### src/rtl/sensor_ctrl_if.sv
// Sensor-capture bus: wrapper register/readback signals plus the sensor request/sample handshake.
// The DUT uses the slave modport; the wrapper/sensor side (or a bench) uses master.
interface sensor_ctrl_if #(
  parameter int ADDR_W = 6,
  parameter int DATA_W = 32
);
  logic              sctrl_en;
  logic              sctrl_clear;
  logic [ADDR_W-1:0] sctrl_addr;
  logic [DATA_W-1:0] sctrl_out;
  logic              sctrl_interrupt;
  logic              sensor_en;
  logic              sensor_ready;
  logic [DATA_W-1:0] sensor_out;

  modport slave (
    input  sctrl_en,
    input  sctrl_clear,
    input  sctrl_addr,
    output sctrl_out,
    output sctrl_interrupt,
    output sensor_en,
    input  sensor_ready,
    input  sensor_out
  );

  modport master (
    output sctrl_en,
    output sctrl_clear,
    output sctrl_addr,
    input  sctrl_out,
    input  sctrl_interrupt,
    input  sensor_en,
    output sensor_ready,
    output sensor_out
  );
endinterface

### src/rtl/sensor_ctrl.sv
// Sensor capture controller: fills a DEPTH-word buffer from the sensor, flags full, serves word reads.
// Define SCTRL_MEM_RESET_EN to give the buffer a reset to zero (flop-based); otherwise it is SRAM-mappable.
module sensor_ctrl #(
  parameter int DEPTH  = 64,
  parameter int ADDR_W = 6,
  parameter int DATA_W = 32
) (
  input  logic         ACLK,
  input  logic         ARESETn,
  sensor_ctrl_if.slave bus
);

  typedef enum logic [1:0] {
    IDLE    = 2'd0,
    CAPTURE = 2'd1,
    FULL    = 2'd2
  } state_t;

  localparam logic [ADDR_W:0] CNT_LAST = (ADDR_W+1)'(DEPTH - 1);
  localparam logic [ADDR_W:0] CNT_FULL = (ADDR_W+1)'(DEPTH);

  state_t            state, state_nxt;
  logic [ADDR_W:0]   cnt, cnt_nxt;
  logic              wr_en;
  logic [DATA_W-1:0] mem [DEPTH];

  always_ff @(posedge ACLK or negedge ARESETn) begin
    if (!ARESETn) begin
      state <= IDLE;
      cnt   <= '0;
    end else begin
      state <= state_nxt;
      cnt   <= cnt_nxt;
    end
  end

  // Clear wins over everything, including a sample arriving in the same cycle.
  always_comb begin
    state_nxt = state;
    cnt_nxt   = cnt;
    wr_en     = 1'b0;
    if (bus.sctrl_clear) begin
      cnt_nxt   = '0;
      state_nxt = bus.sctrl_en ? CAPTURE : IDLE;
    end else begin
      case (state)
        IDLE: begin
          if (bus.sctrl_en && (cnt < CNT_FULL))
            state_nxt = CAPTURE;
        end
        CAPTURE: begin
          if (bus.sensor_ready) begin
            wr_en   = 1'b1;
            cnt_nxt = cnt + 1'b1;
          end
          // The final write reaches FULL even if enable drops in the same cycle.
          if (bus.sensor_ready && (cnt == CNT_LAST))
            state_nxt = FULL;
          else if (!bus.sctrl_en)
            state_nxt = IDLE;
        end
        FULL:    state_nxt = FULL;
        default: state_nxt = IDLE;
      endcase
    end
  end

`ifdef SCTRL_MEM_RESET_EN
  always_ff @(posedge ACLK or negedge ARESETn) begin
    if (!ARESETn) begin
      for (int i = 0; i < DEPTH; i++)
        mem[i] <= '0;
    end else if (wr_en) begin
      mem[cnt[ADDR_W-1:0]] <= bus.sensor_out;
    end
  end
`else
  always_ff @(posedge ACLK) begin
    if (wr_en)
      mem[cnt[ADDR_W-1:0]] <= bus.sensor_out;
  end
`endif

  assign bus.sensor_en       = (state == CAPTURE);
  assign bus.sctrl_interrupt = (state == FULL);
  assign bus.sctrl_out       = mem[bus.sctrl_addr];

endmodule
### src/flat_wrapper.sv
// flat-port wrapper written by rule: the top's interface ports become plain ports
module sensor_ctrl_flat 
#(
  parameter int DEPTH  = 64,
  parameter int ADDR_W = 6,
  parameter int DATA_W = 32
)
  (ACLK, ARESETn, bus_sctrl_en, bus_sctrl_clear, bus_sctrl_addr, bus_sctrl_out, bus_sctrl_interrupt, bus_sensor_en, bus_sensor_ready, bus_sensor_out);
  sensor_ctrl_if #(.ADDR_W(ADDR_W), .DATA_W(DATA_W)) bus_i ();
  input  logic ACLK;
  input  logic ARESETn;
  input wire logic [$bits(bus_i.sctrl_en)-1:0] bus_sctrl_en;
  input wire logic [$bits(bus_i.sctrl_clear)-1:0] bus_sctrl_clear;
  input wire logic [$bits(bus_i.sctrl_addr)-1:0] bus_sctrl_addr;
  output wire logic [$bits(bus_i.sctrl_out)-1:0] bus_sctrl_out;
  output wire logic [$bits(bus_i.sctrl_interrupt)-1:0] bus_sctrl_interrupt;
  output wire logic [$bits(bus_i.sensor_en)-1:0] bus_sensor_en;
  input wire logic [$bits(bus_i.sensor_ready)-1:0] bus_sensor_ready;
  input wire logic [$bits(bus_i.sensor_out)-1:0] bus_sensor_out;
  assign bus_i.sctrl_en = bus_sctrl_en;
  assign bus_i.sctrl_clear = bus_sctrl_clear;
  assign bus_i.sctrl_addr = bus_sctrl_addr;
  assign bus_sctrl_out = bus_i.sctrl_out;
  assign bus_sctrl_interrupt = bus_i.sctrl_interrupt;
  assign bus_sensor_en = bus_i.sensor_en;
  assign bus_i.sensor_ready = bus_sensor_ready;
  assign bus_i.sensor_out = bus_sensor_out;
  sensor_ctrl #(.DEPTH(DEPTH), .ADDR_W(ADDR_W), .DATA_W(DATA_W)) u_core (.ACLK(ACLK), .ARESETn(ARESETn), .bus(bus_i));
endmodule
### config.mk
export PLATFORM = sky130hd
export DESIGN_NAME = sensor_ctrl_flat
export DESIGN_NICKNAME = d
export VERILOG_FILES = /design/src/rtl/sensor_ctrl_if.sv /design/src/rtl/sensor_ctrl.sv /design/src/flat_wrapper.sv
export SDC_FILE = /design/constraint.sdc
export NUM_CORES = 2
export LEC_CHECK = 0
export CORE_MARGIN = 4
export CORE_UTILIZATION = 62
export DETAILED_ROUTE_END_ITERATION = 10
export PLACE_DENSITY = 0.79
export SYNTH_ARGS = -nofsm -noshare
export SYNTH_HDL_FRONTEND = slang
export SYNTH_SLANG_ARGS = --single-unit
### constraint.sdc
create_clock -name ACLK -period 6.1 [get_ports ACLK]
set_input_delay 1.22 -clock ACLK [delete_from_list [all_inputs] [get_ports ACLK]]
set_output_delay 1.22 -clock ACLK [all_outputs]
set_load 0.03 [all_outputs]
==> metrics.md <==
| Metric | Value |
|---|---|
| Storage cell area | approximately 60,000 um^2 |
| Vias after detailed routing | between 30,000 and 40,000 |
| Yosys Warn Count | 0 |
| CTS tree | built |
| Vias per std cell | between 7 and 8 |
| Congestion Overflow GR | 0 |
| Number of nets still failing antenna checks after routing | 0 |
| Clock period minus worst slack | 5.641 ns |
| CP Data Required Time | around 5 ns |
| Largest net degree at the start of global routing | 116 |
| Most frequent cell after synthesis | sky130_fd_sc_hd__edfxtp_1 |
| Count of standard-cell rows | 130 |
| Clk Tree Root Cell | sky130_fd_sc_hd__clkbuf_16 |
| Highest ir drop seen on vdd | between 300 and 400 uV |
| CP Max Fanout | 64 |
| Launch instance of the worst min-delay path | u_core.cnt[6]$_DFFE_PN0P_ |
| Post-route cell area | a little under 90,000 um^2 |
| Kind of end point of the critical path | output pin |
| Met2 track demand over resource in global routing | around half |
| Pwr per Cell Area | around 330 nW/um^2 |
| Count of boundary I/O pins | between 70 and 80 |
| Layout-stage area growth over the synthesis result | 12.19% |
| Mapped Cells | 3,240 |
| Register area share after synthesis | between 70% and 80% |
| List of cells traversed by the critical path | buf_8, buf_12, buf_4, mux4_2, mux4_2, a22oi_1, nand2_1, buf_4 |
| Endpoint arrival time on the critical path | between 4 and 5 ns |
| Number of DRC markers in iteration 0 | between 6,000 and 7,000 |
| Post-Syn Nets | 3,284 |
| Port Buf Inserts | 76 |
| Static leakage | between 20 and 30 nW |
| First-pass GRT wire length | 295,400 um |
| Cell type of the slowest stage on the worst timing path | sky130_fd_sc_hd__mux4_2 |
| Overall die area | 132,300 um^2 |
| Post-synthesis cell area | about 78,000 um^2 |
| Initial DRT Pass Iterations | 6 |
| Layout cells sized above 1 | 30.90% |
| Number of synthesized register bits | between 2,000 and 2,500 |
| Post-synth cell types | 39 |
| Dominant cell type by area after synthesis | sky130_fd_sc_hd__edfxtp_1 |
| Source-to-sink clock delay at the later pin of the worst-skew pair | 0.83 ns |
| Status | finished clean |
| Die width | ~360 um |
| RSZ-0062 raised after global routing | false |
| Top flip-flop cell by instance count after synthesis | sky130_fd_sc_hd__edfxtp_1 |
| Top cell type's share of synthesized area | around 78% |
| WL final | slightly above 200,000 um |
| Via count of the first global-routing pass | about 40,000 |
| Reg2reg start | u_core.state[0]$_DFFE_PN0P_ |
| Class of the most critical hold timing path | flip-flop to flip-flop |
| Synth Area per Inst | 24.21 um^2 |
| Max_slew headroom | 16.03% |
| Count of fill cells added during filler insertion | approximately 6,600 |
| Antenna violations before repair | 13 |
| Share of flip-flops with an asynchronous set or reset after synthesis | less than 1% |
| Share of the clock period used by the worst path after layout | approximately 92% |
| Placed Area | 82,010 um^2 |
| Num CTS Buffers | approximately 190 |
| Number of pins with negative max-slew slack in the final report | 0 |
| Worst setup path category | primary input to output pin |
| Actual slew at the worst max-slew pin | 1.260 ns |
| Die height | 363.7 um |
| CTS clk-pin slew, worst paths | 0.06 ns |
| Setup slack after layout | 0.4595 ns |
| Commonest cells in the synthesized netlist | sky130_fd_sc_hd__edfxtp_1 (2,048), sky130_fd_sc_hd__mux4_2 (587), sky130_fd_sc_hd__nor2_1 (91), sky130_fd_sc_hd__clkbuf_1 (56), sky130_fd_sc_hd__buf_2 (53) |
| Clock skew after layout | about 0.026 ns |
| Final weighted congestion in routability-driven placement | between 0.8 and 0.9 |
| Total Power Consumption | about 29 mW |
| Number of hold violations in the final report | 0 |
| Startpoint type of the worst setup path | primary input |
| Worst stage delay on the critical path | roughly 0.48 ns |
| Footprint of the multi-input gates | roughly 16,000 um^2 |
| Total routing resource utilization after global routing | roughly a third |
| Net count of the finished layout | ~3,500 |
| Post-synth EDFFs | between 2,000 and 2,500 |
| Post-CTS Repair Setup Buffers | 0 |
| Initial core utilization | a little over three fifths |
| Worst-case setup slack after placement | 0.6002 ns |
| Max-capacitance violation count | 0 |
| Fraction of met1 tracks used by global routing | around 43% |
| Final-report setup violation count | 0 |
| Final setup TNS | 0 ns |
| Cts-stage hold buffer count | 0 |
| Std-Cell Core Area | roughly 130,000 um^2 |
| # clock sinks | just over 2,000 |
| Post-route DRC violation count | 0 |
| Most utilized layer in the global route result | met2 |
| Peak Freq | between 0.15 and 0.2 GHz |
| # resized after CTS | 0 |
| Dominant cells by area after synthesis | sky130_fd_sc_hd__edfxtp_1 (78%), sky130_fd_sc_hd__mux4_2 (17%), sky130_fd_sc_hd__mux2i_1 (0.56%), sky130_fd_sc_hd__nor2_1 (0.44%), sky130_fd_sc_hd__o22ai_1 (0.41%) |
| Clk buf depth | 3 |
| H-Tree Level Count | 4 |
| Hpwl dp | approximately 100,000 um |
| Startpoint of the most critical setup path | bus_sctrl_addr[2] |
| Wire length per cell | 39.27 um |
| Met3 demand-to-capacity share in global routing | between 7 and 8% |
==> cell usage in the layout (no fill, tap or decap), types with 34 or more instances in the layout <==
cell,synthesis,routed
sky130_fd_sc_hd__edfxtp_1,2048,2048
sky130_fd_sc_hd__clkbuf_16,0,197
sky130_fd_sc_hd__nor2_1,91,35
sky130_fd_sc_hd__a22oi_1,34,34
sky130_fd_sc_hd__nor2_4,0,56
sky130_fd_sc_hd__clkinv_1,0,37
sky130_fd_sc_hd__nand2_1,36,36
sky130_fd_sc_hd__buf_4,27,142
sky130_fd_sc_hd__mux2i_1,44,44
sky130_fd_sc_hd__mux4_2,587,587
sky130_fd_sc_hd__clkbuf_1,56,51
sky130_fd_sc_hd__o22ai_1,51,51
==> worst paths after layout <==
check / endpoint / slack [ns] / depth (start not counted)
min in group asynchronous: u_core.cnt[2]$_DFFE_PN0P_ / 0.73 / 1
min reg2reg: u_core.cnt[6]$_DFFE_PN0P_ / 0.59 / 2
max in group asynchronous: u_core.state[1]$_DFFE_PN0P_ / 5.05 / 1
min: u_core.cnt[6]$_DFFE_PN0P_ / 0.59 / 2
max reg2reg: u_core.mem[43][0]$_DFFE_PP_ / 2.58 / 5
max: bus_sctrl_out[30] / 0.46 / 8
==> cell families (layout without fill, tap and decap cells) <==
family / after synthesis / count (layout) / synth area share (%)
AO/OA/AOI/OAI: 158 / 158 / 1.316
multiplexers: 643 / 643 / 17.59
other: 0 / 7 / 0
buffers and inverters: 172 / 557 / 1.133
XOR/XNOR: 5 / 5 / 0.05583
adder cells (fa/ha/maj): 1 / 1 / 0.01595
flip-flops: 2057 / 2057 / 78.70
AND/OR/NAND/NOR: 204 / 204 / 1.195
==> state kept, by name, indices dropped and copies added, names as in the netlist <==
register / count
u_core.mem: 2048
u_core.state: 2
u_core.cnt: 7
==> stage by stage <==
step | cells | hold slack, ns | util, %
global route | 5276 | 0.6265 | 70.06
CTS | 5275 | 0.5792 | 70.06
detailed placement | 4937 | 0.5615 | 65.31
finish | 5282 | 0.5855 | 70.08
global placement | 4937 | 0.5602 | 65.31
floorplan | 3240 | 0.5098 | -
==> critical path, delay by kind of cell <==
family / cells / cell delay, ns
muxes: 2 / 0.87
and+or+nand+nor: 1 / 0.29
buffers and inverters: 4 / 1.47
AOI/OAI and AO/OA: 1 / 0.45
==> power by group <==
group	switching, mW	total (mW)	leakage (nW)	internal [mW]
registers	0.00500	15.6	18.5	15.6
clock network	5.10	11.7	2.89	6.56
logic	0.848	1.40	5.82	0.550
==> cell type report <==
class                   instances  area share [%]
multi-input cells            1011           18.50
well taps                    1650           2.346
flip-flops and latches       2057           70.15
diodes                          7         0.01991
clock inverters                90          0.9655
clock buffers                 248           5.820
repair buffers                219           2.201
==> routing by layer <==
metal | wire length (um) | vias to the layer above
li1 | - | 14465
met1 | 68920 | 20475
met2 | 103400 | 3682
met3 | 25510 | 621
met4 | 9509 | 10
met5 | 61 | -
Note: power is estimated with default switching activity, not from simulation.
